## config.mk

```make
export PLATFORM = sky130hd
export DESIGN_NAME = pipelined_opcode_decoder_flat
export DESIGN_NICKNAME = d
export VERILOG_FILES = /design/src/rtl/pipelined_opcode_decoder_if.sv /design/src/rtl/pipelined_opcode_decoder.sv /design/src/flat_wrapper.sv
export SDC_FILE = /design/constraint.sdc
export NUM_CORES = 1
export LEC_CHECK = 0
export BUFFER_PORTS_ARGS = -buffer_cell sky130_fd_sc_hd__buf_2
export CAP_MARGIN = 10
export CELL_PAD_IN_SITES_DETAIL_PLACEMENT = 0
export CELL_PAD_IN_SITES_GLOBAL_PLACEMENT = 1
export CORE_ASPECT_RATIO = 1.2
export CORE_MARGIN = 2
export CORE_UTILIZATION = 35
export CTS_CLUSTER_DIAMETER = 150
export DETAILED_ROUTE_END_ITERATION = 10
export GPL_ROUTABILITY_DRIVEN = 1
export PLACE_DENSITY_LB_ADDON = 0.2
export SETUP_SLACK_MARGIN = 0.2
export SYNTH_ARGS = -nofsm -noshare
export SYNTH_HDL_FRONTEND = slang
export SYNTH_SLANG_ARGS = --single-unit
```

## constraint.sdc

```tcl
create_clock -name clk -period 1.7 [get_ports clk]
set_input_delay 0.34 -clock clk [delete_from_list [all_inputs] [get_ports clk]]
set_output_delay 0.34 -clock clk [all_outputs]
set_load 0.005 [all_outputs]
```

## src/rtl/pipelined_opcode_decoder_if.sv

```systemverilog
// Handshake and decoded-word bundle between fetch, decode and execute.
//   master : fetch/execute side, drives i_inst, i_valid, i_ready and observes the rest
//   slave  : decoder side, consumes i_* and drives o_ready, o_valid, control and fields
interface pipelined_opcode_decoder_if #(
   parameter int unsigned INST_W = 16,
   parameter int unsigned REG_AW = 4,
   parameter int unsigned ALU_W  = 2,
   parameter int unsigned CNT_W  = 16
);
   logic [INST_W-1:0] i_inst;
   logic              i_valid;
   logic              o_ready;
   logic              o_valid;
   logic              i_ready;
   logic              o_jump;
   logic              o_flush;
   logic              o_reg_write;
   logic              o_mem_write;
   logic              o_immediate;
   logic [ALU_W-1:0]  o_alufunc;
   logic [REG_AW-1:0] o_rd;
   logic [REG_AW-1:0] o_rs1;
   logic [REG_AW-1:0] o_rs2;
   logic [REG_AW-1:0] o_imm;
   logic [CNT_W-1:0]  o_stall_cnt;

   modport master (
      output i_inst, i_valid, i_ready,
      input  o_ready, o_valid, o_jump, o_flush, o_reg_write, o_mem_write, o_immediate,
      input  o_alufunc, o_rd, o_rs1, o_rs2, o_imm, o_stall_cnt
   );

   modport slave (
      input  i_inst, i_valid, i_ready,
      output o_ready, o_valid, o_jump, o_flush, o_reg_write, o_mem_write, o_immediate,
      output o_alufunc, o_rd, o_rs1, o_rs2, o_imm, o_stall_cnt
   );
endinterface

```

## src/rtl/pipelined_opcode_decoder.sv

```systemverilog
// Registered instruction-decode stage with valid/ready handshakes, load-use stalling,
// post-jump squashing of wrong-path words and a saturating stall counter.
//   clk   : clock
//   reset : asynchronous, active-high reset
//   bus   : slave side of pipelined_opcode_decoder_if (instruction in, decoded word out)
module pipelined_opcode_decoder #(
   parameter int unsigned INST_W    = 16,
   parameter int unsigned OPC_W     = 4,
   parameter int unsigned REG_AW    = 4,
   parameter int unsigned ALU_W     = 2,
   parameter int unsigned FLUSH_CYC = 1,
   parameter int unsigned CNT_W     = 16
) (
   input logic                     clk,
   input logic                     reset,
   pipelined_opcode_decoder_if.slave bus
);

   localparam int unsigned SQ_W = (FLUSH_CYC > 0) ? $clog2(FLUSH_CYC + 1) : 1;

   typedef enum logic {StRun, StSquash} state_e;

   state_e            state_q, state_d;
   logic [SQ_W-1:0]   sq_cnt_q, sq_cnt_d;

   // Field extraction of the incoming word
   logic [OPC_W-1:0]  in_opc;
   logic [REG_AW-1:0] in_rd, in_rs1, in_rs2;
   assign in_opc = bus.i_inst[INST_W-1 -: OPC_W];
   assign in_rd  = bus.i_inst[INST_W-OPC_W-1 -: REG_AW];
   assign in_rs1 = bus.i_inst[INST_W-OPC_W-REG_AW-1 -: REG_AW];
   assign in_rs2 = bus.i_inst[REG_AW-1:0];

   logic dec_jump, dec_flush, dec_reg_write, dec_mem_write, dec_immediate, dec_load;

   always_comb begin
      dec_jump      = 1'b0;
      dec_flush     = 1'b0;
      dec_reg_write = 1'b0;
      dec_mem_write = 1'b0;
      dec_immediate = 1'b0;
      dec_load      = 1'b0;
      case (in_opc)
         OPC_W'(0): begin dec_reg_write = 1'b1; dec_immediate = 1'b1; dec_load = 1'b1; end
         OPC_W'(1): begin dec_mem_write = 1'b1; dec_immediate = 1'b1; end
         OPC_W'(2): begin dec_reg_write = 1'b1; dec_immediate = 1'b1; end
         OPC_W'(3): begin dec_jump = 1'b1; dec_flush = 1'b1; end
         OPC_W'(4): begin dec_jump = 1'b1; dec_flush = 1'b1; dec_reg_write = 1'b1; end
         default:   dec_reg_write = 1'b1;
      endcase
   end

   // Stage register S
   logic              valid_q, load_q;
   logic              jump_q, flush_q, reg_write_q, mem_write_q, immediate_q;
   logic [ALU_W-1:0]  alufunc_q;
   logic [REG_AW-1:0] rd_q, rs1_q, rs2_q, imm_q;
   logic [CNT_W-1:0]  stall_cnt_q;

   // A load in S whose rd feeds the incoming word must leave before that word enters
   logic hazard;
   assign hazard = valid_q & load_q & (rd_q != '0) & ((rd_q == in_rs1) | (rd_q == in_rs2)) &
                   bus.i_valid;

   logic ready, load_s, stall_inc;

   always_comb begin
      state_d  = state_q;
      sq_cnt_d = sq_cnt_q;
      ready    = 1'b0;
      load_s   = 1'b0;
      unique case (state_q)
         StRun: begin
            ready = ~hazard & (~valid_q | bus.i_ready);
            if (bus.i_valid && ready) begin
               load_s = 1'b1;
               if (dec_jump && (FLUSH_CYC > 0)) begin
                  state_d  = StSquash;
                  sq_cnt_d = SQ_W'(FLUSH_CYC);
               end
            end
         end
         StSquash: begin
            // Wrong-path words are accepted and dropped; S is left to drain on its own
            ready = 1'b1;
            if (bus.i_valid) begin
               sq_cnt_d = sq_cnt_q - SQ_W'(1);
               if (sq_cnt_q == SQ_W'(1)) state_d = StRun;
            end
         end
         default: state_d = StRun;
      endcase
   end

   assign stall_inc = (state_q == StRun) & hazard;

   always_ff @(posedge clk or posedge reset) begin
      if (reset) begin
         state_q     <= StRun;
         sq_cnt_q    <= '0;
         stall_cnt_q <= '0;
      end else begin
         state_q  <= state_d;
         sq_cnt_q <= sq_cnt_d;
         if (stall_inc && (stall_cnt_q != '1)) stall_cnt_q <= stall_cnt_q + CNT_W'(1);
      end
   end

   always_ff @(posedge clk or posedge reset) begin
      if (reset) begin
         valid_q     <= 1'b0;
         load_q      <= 1'b0;
         jump_q      <= 1'b0;
         flush_q     <= 1'b0;
         reg_write_q <= 1'b0;
         mem_write_q <= 1'b0;
         immediate_q <= 1'b0;
         alufunc_q   <= '0;
         rd_q        <= '0;
         rs1_q       <= '0;
         rs2_q       <= '0;
         imm_q       <= '0;
      end else if (load_s) begin
         valid_q     <= 1'b1;
         load_q      <= dec_load;
         jump_q      <= dec_jump;
         flush_q     <= dec_flush;
         reg_write_q <= dec_reg_write;
         mem_write_q <= dec_mem_write;
         immediate_q <= dec_immediate;
         alufunc_q   <= in_opc[ALU_W-1:0];
         rd_q        <= in_rd;
         rs1_q       <= in_rs1;
         rs2_q       <= in_rs2;
         imm_q       <= bus.i_inst[REG_AW-1:0];
      end else if (valid_q && bus.i_ready) begin
         valid_q <= 1'b0;
      end
   end

   assign bus.o_ready     = ready;
   assign bus.o_valid     = valid_q;
   assign bus.o_jump      = jump_q;
   assign bus.o_flush     = flush_q;
   assign bus.o_reg_write = reg_write_q;
   assign bus.o_mem_write = mem_write_q;
   assign bus.o_immediate = immediate_q;
   assign bus.o_alufunc   = alufunc_q;
   assign bus.o_rd        = rd_q;
   assign bus.o_rs1       = rs1_q;
   assign bus.o_rs2       = rs2_q;
   assign bus.o_imm       = imm_q;
   assign bus.o_stall_cnt = stall_cnt_q;

endmodule

```

## src/flat_wrapper.sv

```systemverilog
// flat-port wrapper written by rule: the top's interface ports become plain ports
module pipelined_opcode_decoder_flat 
#(
   parameter int unsigned INST_W    = 16,
   parameter int unsigned OPC_W     = 4,
   parameter int unsigned REG_AW    = 4,
   parameter int unsigned ALU_W     = 2,
   parameter int unsigned FLUSH_CYC = 1,
   parameter int unsigned CNT_W     = 16
)
  (clk, reset, bus_i_inst, bus_i_valid, bus_i_ready, bus_o_ready, bus_o_valid, bus_o_jump, bus_o_flush, bus_o_reg_write, bus_o_mem_write, bus_o_immediate, bus_o_alufunc, bus_o_rd, bus_o_rs1, bus_o_rs2, bus_o_imm, bus_o_stall_cnt);
  pipelined_opcode_decoder_if #(.INST_W(INST_W), .REG_AW(REG_AW), .ALU_W(ALU_W), .CNT_W(CNT_W)) bus_i ();
  input logic clk;
  input logic reset;
  input wire logic [$bits(bus_i.i_inst)-1:0] bus_i_inst;
  input wire logic [$bits(bus_i.i_valid)-1:0] bus_i_valid;
  input wire logic [$bits(bus_i.i_ready)-1:0] bus_i_ready;
  output wire logic [$bits(bus_i.o_ready)-1:0] bus_o_ready;
  output wire logic [$bits(bus_i.o_valid)-1:0] bus_o_valid;
  output wire logic [$bits(bus_i.o_jump)-1:0] bus_o_jump;
  output wire logic [$bits(bus_i.o_flush)-1:0] bus_o_flush;
  output wire logic [$bits(bus_i.o_reg_write)-1:0] bus_o_reg_write;
  output wire logic [$bits(bus_i.o_mem_write)-1:0] bus_o_mem_write;
  output wire logic [$bits(bus_i.o_immediate)-1:0] bus_o_immediate;
  output wire logic [$bits(bus_i.o_alufunc)-1:0] bus_o_alufunc;
  output wire logic [$bits(bus_i.o_rd)-1:0] bus_o_rd;
  output wire logic [$bits(bus_i.o_rs1)-1:0] bus_o_rs1;
  output wire logic [$bits(bus_i.o_rs2)-1:0] bus_o_rs2;
  output wire logic [$bits(bus_i.o_imm)-1:0] bus_o_imm;
  output wire logic [$bits(bus_i.o_stall_cnt)-1:0] bus_o_stall_cnt;
  assign bus_i.i_inst = bus_i_inst;
  assign bus_i.i_valid = bus_i_valid;
  assign bus_i.i_ready = bus_i_ready;
  assign bus_o_ready = bus_i.o_ready;
  assign bus_o_valid = bus_i.o_valid;
  assign bus_o_jump = bus_i.o_jump;
  assign bus_o_flush = bus_i.o_flush;
  assign bus_o_reg_write = bus_i.o_reg_write;
  assign bus_o_mem_write = bus_i.o_mem_write;
  assign bus_o_immediate = bus_i.o_immediate;
  assign bus_o_alufunc = bus_i.o_alufunc;
  assign bus_o_rd = bus_i.o_rd;
  assign bus_o_rs1 = bus_i.o_rs1;
  assign bus_o_rs2 = bus_i.o_rs2;
  assign bus_o_imm = bus_i.o_imm;
  assign bus_o_stall_cnt = bus_i.o_stall_cnt;
  pipelined_opcode_decoder #(.INST_W(INST_W), .OPC_W(OPC_W), .REG_AW(REG_AW), .ALU_W(ALU_W), .FLUSH_CYC(FLUSH_CYC), .CNT_W(CNT_W)) u_core (.clk(clk), .reset(reset), .bus(bus_i));
endmodule
```

==> flow_summary.yaml, run 1 <==
status:
  status: "finished with violations"
  violations: "setup timing"
sta:
  rsz0062_at_grt: "yes"
  hold_violations: 0
  clock.fmax_mhz: 475
  period_share: 1.24
  setup_violations: 39
  slew_violations: 0
  fin_setup_tns_ns: -9.42
  min_period_ns: 2.11
  layout_setup_ws_ns: -0.407
  clock_skew_ns: 0.0106
  maxSlewHeadroom: 0.673
  tightest_slew_ns: 0.490
final_layout:
  design_area_um2: 2940
  antenna_cells: 0
  nets: 276
  drive_above_1_share: 0.590
  final_util: 0.555
  syn2layout_area_growth_pct: 52.7
critical_path:
  required_ns: 1.36
  cp_max_fo: 4
  slowest_stage: "dfrtp_2"
  cp_slowest_stage_delay_ns: 0.45
  crit_family: "flip-flops"
  critical_path.endpoint_type: "primary output"
  path_class: "reg2out"
  arrival_ns: 1.77
  path_buf_inv: 2
  start_kind: "flip-flop"
  reg2reg_slack_ns: -0.37
  cp_cell_sequence: "xor2_2 -> nor4_2 -> o21ai_2 -> buf_6 -> a21o_1 -> buf_2"
pwr:
  power.density_nw_per_um2: 1210
  ir_drop_v: 0.000498
  p_leak_nw: 1.49
  total_power_mw: 3.54
global_routing:
  grt_start_max_net_pins: 39
  antenna_found_initial: 0
  grt_usage: 0.178
  grt_pass1_wl_um: 8600
  first_global_vias: 1746
  gr-total-overflow: 0
die:
  dieHeight_um: 85.2
  pin_count: 61
  start_util: 0.363
  coreArea_um2: 5300
  die_area_um2: 6110
  rows: 29
  fp.dieW_um: 71.7
cts:
  htreeDepth: 2
  insertion_delay_ns: 0.28
  cts_buffers: 5
  cts_tree: "done"
  clk_pin_slew_ns: 0.08
  cts_buffer_depth: 2
  cts_num_sinks: 38
  cts_root_buf: "clkbuf_8"
placed_design:
  port-buffer-count: 60
  placed_area_um2: 2520
  globalplace.congestion: 0.819
  place_hpwl_um: 3440
drt:
  dr_wl_met2_um: 2740
  vias: 1599
  viasPerCell: 5.03
  finalWirelength_um: 5160
  first_pass_iters: 4
  wl_per_cell_um: 16.2
  drt-met1-wl_um: 2120
  antenna_left: 0
  highest_layer: "met4"
  dr_wl_met3_um: 240
  drtIter0Drc: 47
  drc: 0
yosys:
  syn-instance-count: 157
  netlist_area_um2: 1920
  yosys.area_share.simple: 0.180
  ys_ff_latch: 38
  seq_area_frac_synth: 0.494
  yosysUniqueCellTypes: 35
  synth_mux_area_frac: 0.127
  syn_nets: 178
  synth.area.top_cells: "dfrtp_1 (49%), mux2_2 (8.8%), xor2_1 (8.6%), mux2_4 (3.9%), nor4_1 (2.9%)"
  avgSynthCellArea_um2: 12.3
  synthXorXnorAreaFrac: 0.105
  synth_top_area_cell: "dfrtp_1"
  synth_top_family_by_area: "simple AND/OR/NAND/NOR gates"
  synthAdderAreaFrac: 0.00650
  yosysWarnings: 0
  synth-compound-area-share: 0.0338
  synth_top_area_share: 0.494
run:
  cap_violations: 0
hold_path:
  min_path_type: "in2async"
-- tightest hold or removal path, stage by stage --
cell	delay, ns
buf_2	0.09
inv_1	0.04
buf_4	0.41
-- placed cells by master (no fill, tap or decap), types with 2 or more instances in the layout --
cell type,instances
and3_1,3
nor4_2,3
buf_4,32
inv_1,2
nand4_1,2
bufinv_16,2
buf_6,5
buf_2,60
mux2_4,20
nor4b_1,2
nor4_1,2
nand2_1,8
and4b_4,4
nor4_4,8
nor2_1,7
nand3_1,7
xnor2_1,4
nand3b_1,3
xor2_1,18
clkbuf_8,6
dfrtp_1,36
dfrtp_2,2
a21o_1,2
-- cells by family (layout without fill, tap and decap cells) --
group	count (synthesis)	after routing
xor gates and xnor gates	23	23
AOI/OAI and AO/OA	9	9
muxes	20	20
DFF	38	38
buffers and inverters	12	108
adders and majority gates	1	1
and+or+nand+nor	54	57
-- cells in the mapped netlist --
cell type,count
buf_4,5
o211ai_1,1
a311oi_1,1
xor2_1,19
nor4b_1,3
inv_1,2
nor3b_1,1
mux2_2,15
nor4_2,3
o21ai_2,1
mux2_4,5
nand2b_1,2
ha_1,1
nor2_1,7
and4_1,1
a21oi_1,1
o21ai_0,1
nor4_1,9
dfrtp_1,38
a21o_1,2
buf_6,1
or4_1,1
nand4_1,2
nand3_1,8
nand2_1,8
and3_1,3
and4b_4,1
nor3_1,1
a211oi_1,1
a21boi_0,1
buf_12,2
nand3b_1,3
nor4_4,1
xnor2_1,4
clkbuf_1,2
-- layer usage --
layer / vias up / track usage
met1: 788 / 0.220
li1: 759 / -
met5: - / 0
met2: 46 / 0.312
met3: 6 / 0.0333
met4: 0 / 0.0583
-- state kept, by name (all words and copies together) (netlist names) --
register and flops:
u_core.sq_cnt_q 1, u_core.bus.o_mem_write 1, u_core.bus.o_reg_write 1, u_core.state_q 1, u_core.bus.o_immediate 1, u_core.bus.o_alufunc 2, u_core.bus.o_jump 1, u_core.bus.o_valid 1
u_core.bus.o_stall_cnt 16, u_core.bus.o_rs1 4, u_core.load_q 1, u_core.bus.o_rd 4, u_core.bus.o_rs2 4
-- metrics by stage --
step	hold WS (ns)	worst slack, ns	std cells
after floorplan	0.478	-0.139	157
after global placement	0.474	-0.346	295
after detailed placement	0.482	-0.373	295
after CTS	0.177	-0.416	316
after global routing	0.214	-0.477	318
final	0.159	-0.407	318
-- what timing repair did --
item / 4_1_cts / 5_1_grt
resized for setup: 18 / 11
setup buffers: 10 / 2
hold buffers: 0 / 0
cloned: 3 / 0
setup endpoints to repair: 39 / 39
pin swaps: 20 / 14
-- worst paths after layout --
check	start	endpoint	depth (start not counted)
max	u_core.bus.o_rd[2]	bus_o_ready	6
min	reset	u_core.bus.o_rs1[1]	3
max reg2reg	u_core.bus.o_rd[2]	u_core.bus.o_stall_cnt[8]	7
min reg2reg	u_core.bus.o_stall_cnt[15]	u_core.bus.o_stall_cnt[15]	1
max in group asynchronous	reset	u_core.bus.o_rd[2]	3
min in group clk	bus_i_inst[11]	u_core.bus.o_rd[3]	2
-- cell type report --
| type | count | area (um2) |
|---|---|---|
| fill | 468 | 2360 |
| multi-input combinational | 110 | 1140 |
| sequential | 38 | 953 |
| timing repair buffer | 98 | 617 |
| clock buffer | 6 | 82.6 |
| tap | 62 | 77.6 |
| clock inverter | 2 | 60.1 |
| inverter | 2 | 7.51 |
-- power breakdown --
part	switching, mW	internal [mW]	leakage [nW]
Clock	0.328	0.626	0.0714
Sequential	0.189	1.12	0.480
Combinational	0.543	0.734	0.941
Total	1.06	2.48	1.49
Power figures use the tool's default switching activity.
==> run 2, diff against run 1 <==
- CELL_PAD_IN_SITES_GLOBAL_PLACEMENT: 1 -> 2
- CORE_UTILIZATION: 35 -> 29
- GPL_TIMING_DRIVEN: unset -> 0
==> run 2 against run 1 <==
Die area increased by 20%. Count of clock-buffer cells in the layout grew 1. Routed wire length shrank 3.6%. Fmax shrank 2.2%. Global-route usage shrank 3.6 points. Critical path depth did not move. The run still ends with setup timing left. Final area shrank 0.51%.
==> flow_summary.yaml, run 2 (synthesized netlist as in run 1, its figures left out) <==
placed_design:
  globalplace.congestion: 0.710
  placed_area_um2: 2450
  port-buffer-count: 60
  place_hpwl_um: 3280
critical_path:
  start_kind: "flip-flop"
  cp_max_fo: 5
  required_ns: 1.36
  critical_path.endpoint_type: "primary output"
  path_class: "reg2out"
  arrival_ns: 1.81
sta:
  clock.fmax_mhz: 464
  layout_setup_ws_ns: -0.454
  period_share: 1.27
  clock_skew_ns: 0.00502
  hold_violations: 0
  slew_violations: 0
  rsz0062_at_grt: "yes"
  fin_setup_tns_ns: -11.55
  min_period_ns: 2.15
  tightest_slew_ns: 0.815
  maxSlewHeadroom: 0.456
  setup_violations: 39
cts:
  insertion_delay_ns: 0.29
  cts_tree: "done"
  cts_num_sinks: 38
  cts_root_buf: "clkbuf_8"
  cts_buffers: 5
  htreeDepth: 2
  clk_pin_slew_ns: 0.08
  cts_buffer_depth: 2
global_routing:
  first_global_vias: 1504
  grt_start_max_net_pins: 39
  grt_usage: 0.143
  gr-total-overflow: 0
  antenna_found_initial: 0
  grt_pass1_wl_um: 8000
final_layout:
  multi_input_area_um2: 1130
  drive_above_1_share: 0.599
  largest_reg_flops: 16
  syn2layout_area_growth_pct: 51.9
  regArea_um2: 956
  final_cell_mix: "buf_2 (60), dfrtp_1 (34), mux2_4 (20), xor2_1 (18), buf_4 (16)"
  antenna_cells: 0
  design_area_um2: 2920
  final_common_cell: "buf_2"
  fillers: 637
  nets: 267
drt:
  finalWirelength_um: 4980
  viasPerCell: 4.67
  drtIter0Drc: 52
  vias: 1549
  drc: 0
  antenna_left: 0
  first_pass_iters: 4
  wl_per_cell_um: 15.0
die:
  pin_count: 61
  start_util: 0.299
  dieHeight_um: 93.2
  fp.dieW_um: 78.4
  coreArea_um2: 6450
  die_area_um2: 7310
  rows: 32
pwr:
  power.density_nw_per_um2: 1090
  ir_drop_v: 0.000421
  p_leak_nw: 1.44
status:
  violations: "setup timing"
  status: "finished with violations"
run:
  cap_violations: 0
hold_path:
  min_path_type: "in2async"
## run 2: cell count changes in the layout (fill, tap and decap cells not counted), sizes merged
cell	previous run	this run
and4b	4	1
buf	98	90
bufinv	2	0
clkbuf	6	9
clkinv	0	1
## run 2: where the power goes
part | internal [mW] | total, mW | switching (mW)
combinational | 0.716 | 1.23 | 0.515
clock | 0.328 | 0.654 | 0.327
sequential | 1.12 | 1.31 | 0.189
## run 2: cell type report
type | count | area share
multi-input combinational | 107 | 0.386
sequential | 38 | 0.327
timing repair buffer | 82 | 0.182
tap | 85 | 0.0364
buffer | 10 | 0.0351
clock buffer | 7 | 0.0295
inverter | 2 | 0.00257
clock inverter | 1 | 0.00171
## run 2: path summary, 6_finish.rpt
check / startpoint / to / slack [ns] / cells after the start
max: u_core.bus.o_rd[0] / bus_o_ready / -0.45 / 6
min: reset / u_core.bus.o_stall_cnt[6] / 0.21 / 2
min in group clk: bus_i_inst[10] / u_core.bus.o_rd[2] / 0.28 / 2
max reg2reg: u_core.bus.o_rd[0] / u_core.bus.o_stall_cnt[3] / -0.35 / 8
max in group asynchronous: reset / u_core.bus.o_stall_cnt[10] / 0.93 / 2
min reg2reg: u_core.bus.o_stall_cnt[13] / u_core.bus.o_stall_cnt[13] / 0.50 / 1
## run 2: worst max-delay path, cell delays in order, from the launching register on
cell	delay, ns
dfrtp_2	0.46
xor2_2	0.17
nor4_4	0.36
o21ai_4	0.13
buf_8	0.13
a21o_1	0.15
buf_2	0.12
## run 2: stage by stage
stage               utilization  hold WS (ns)  worst slack (ns)  instances  power (mW)
floorplan                     -         0.478            -0.139        157        2.02
global placement          0.380         0.486            -0.437        302        2.41
detailed placement        0.380         0.493            -0.460        302        2.41
CTS                       0.424         0.242            -0.468        323        3.17
global route              0.453         0.269            -0.547        332        3.40
finish                    0.453         0.208            -0.454        332        3.20
## run 2: metal layers
metal	routed length (um)	share of wire	vias up	track usage
met2	2320	0.47	53	0.225
li1	-	-	736	-
met3	301	0.061	5	0.0347
met5	0	0	-	0
met4	60	0.012	0	0.0439
met1	2300	0.46	755	0.193
## run 2: repair_timing
action	CTS	global route
resized for setup	20	23
buffers inserted	13	9
hold buffers	0	0
pin swaps	9	16
setup endpoints to repair	39	39
==> run 3, diff against run 2 <==
- CORE_UTILIZATION: 29 -> 32
- clock period: 1.7 -> 2.1 ns (I/O delays scaled with it)
==> run 3 against run 2 <==
The flow still finishes with violations (setup timing). Worst hold slack improved by 0.078 ns. Largest cell class unchanged. Count of clock-buffer cells in the layout fell by 1. Combinational power barely moved. First-iteration DRC count rose by 33%. Largest power group is now combinational logic. Critical path depth did not move. Sequential power fell by 18%. Worst setup slack improved by 0.39 ns. Critical path type unchanged. Routed wire length rose by 1.1%. Global-route usage rose by 1.5 points.
==> flow_summary.yaml, run 3 (synthesized netlist as in run 1, its figures left out) <==
critical_path:
  cp-endpoint: "bus_o_ready"
  reg2reg_slack_ns: -0.04
  cp_max_fo: 5
  cp_cell_sequence: "xor2_1 -> nor4_4 -> o21ai_4 -> buf_6 -> a21o_1 -> buf_2"
  slowest_stage: "dfrtp_2"
  required_ns: 1.68
  startpoint: "u_core.bus.o_rd[1]"
  start_kind: "flip-flop"
  rr_endpoint: "u_core.bus.o_rd[0]"
  timing.rr.start: "u_core.bus.o_rd[2]"
  worstRegToRegCells: 11
  path_class: "reg2out"
  arrival_ns: 1.74
  critical_path.endpoint_type: "primary output"
  cp_slowest_stage_delay_ns: 0.46
die:
  dieHeight_um: 89.0
  start_util: 0.335
  die_area_um2: 6650
  rows: 30
  pin_count: 61
  fp.dieW_um: 74.8
  coreArea_um2: 5740
status:
  violations: "setup timing"
  status: "finished with violations"
sta:
  tightest_slew_ns: 0.818
  min_period_ns: 2.16
  slew_violations: 0
  clock.fmax_mhz: 462
  maxSlewHeadroom: 0.454
  setup_violations: 22
  layout_setup_ws_ns: -0.0628
  hold_violations: 0
  clock_skew_ns: 0.00530
  period_share: 1.03
  rsz0062_at_grt: "yes"
final_layout:
  regArea_um2: 955
  drive_above_1_share: 0.599
  antenna_cells: 0
  largest_reg_flops: 16
  fillers: 507
  final_common_cell: "buf_2"
  fin_cells: 327
  nets: 267
  syn2layout_area_growth_pct: 53.2
  multi_input_area_um2: 1130
  final_cell_mix: "buf_2 (60), dfrtp_1 (35), mux2_4 (19), xor2_1 (14), buf_6 (14)"
  final_util: 0.513
pwr:
  p_leak_nw: 1.47
  power.density_nw_per_um2: 945
  total_power_mw: 2.79
  ir_drop_v: 0.000541
drt:
  antenna_left: 0
  drtIter0Drc: 69
  drc: 0
  viasPerCell: 4.80
  first_pass_iters: 4
  finalWirelength_um: 5030
  vias: 1571
  wl_per_cell_um: 15.4
cts:
  insertion_delay_ns: 0.29
  cts_tree: "done"
  cts_buffers: 5
  cts_buffer_depth: 2
  cts_num_sinks: 38
  clk_pin_slew_ns: 0.08
  cts_root_buf: "clkbuf_8"
  htreeDepth: 2
placed_design:
  globalplace.congestion: 0.753
  place_hpwl_um: 3150
  numPlacedInstances: 297
  dp_slack_ns: -0.136
  port-buffer-count: 60
global_routing:
  gr-total-overflow: 0
  grt_pass1_wl_um: 7840
  first_global_vias: 1578
  grt_start_max_net_pins: 39
  antenna_found_initial: 0
  grt_usage: 0.158
hold_path:
  min_path_type: "in2async"
run:
  cap_violations: 0
-- run 3: cell types whose count changed in the layout (fill, tap and decap cells not counted), sizes merged --
cell,previous run,this run
clkbuf,9,8
clkinvlp,0,1
-- run 3: layout make-up --
| class | count | area share |
|---|---|---|
| multi-input combinational | 107 | 0.384 |
| timing repair buffer | 82 | 0.191 |
| buffer | 10 | 0.0331 |
| inverter | 2 | 0.00255 |
| clock buffer | 6 | 0.0280 |
| sequential | 38 | 0.324 |
| tap | 80 | 0.0340 |
| clock inverter | 2 | 0.00424 |
-- run 3: power by group --
part	internal (mW)	leakage, nW	switching [mW]	total [mW]
clock network	0.264	0.0472	0.255	0.519
registers	0.909	0.479	0.157	1.07
logic	0.712	0.943	0.490	1.20
total	1.89	1.47	0.901	2.79
-- run 3: metal layers --
layer	GRT usage	vias to the layer above	wire length (um)
met1	0.206	783	2180
met2	0.258	54	2530
met4	0.0455	0	27
met5	0	-	0
li1	-	732	-
met3	0.0406	2	288
-- run 3: how the worst min path moves through the flow --
stage	endpoint	slack, ns
floorplan	u_core.bus.o_stall_cnt[13]	0.48
global placement	u_core.bus.o_stall_cnt[13]	0.47
detailed placement	u_core.bus.o_stall_cnt[13]	0.48
CTS	u_core.bus.o_jump	0.32
global route	u_core.bus.o_jump	0.33
finish	u_core.bus.o_alufunc[0]	0.29
-- run 3: critical path, delay by kind of cell (launching register included) --
family | cells | cell delay (ns)
buf+inv | 2 | 0.24
xor+xnor | 1 | 0.20
simple gates | 1 | 0.29
compound gates | 2 | 0.26
flops | 1 | 0.46
-- run 3: what timing repair did --
action	CTS	global route
setup endpoints to repair	29	38
setup buffers	15	5
resized for setup	27	39
hold buffers	0	0
gates cloned	2	0
pin swaps	11	17
-- run 3: stage by stage --
stage | setup TNS [ns] | instance area (um2) | hold WS (ns)
2_1_floorplan | 0 | 1920 | 0.478
3_3_place_gp | -1.99 | 2320 | 0.471
3_5_place_dp | -2.41 | 2320 | 0.482
4_1_cts | -0.726 | 2710 | 0.316
5_1_grt | -2.34 | 2950 | 0.334
6_report | -0.370 | 2950 | 0.285
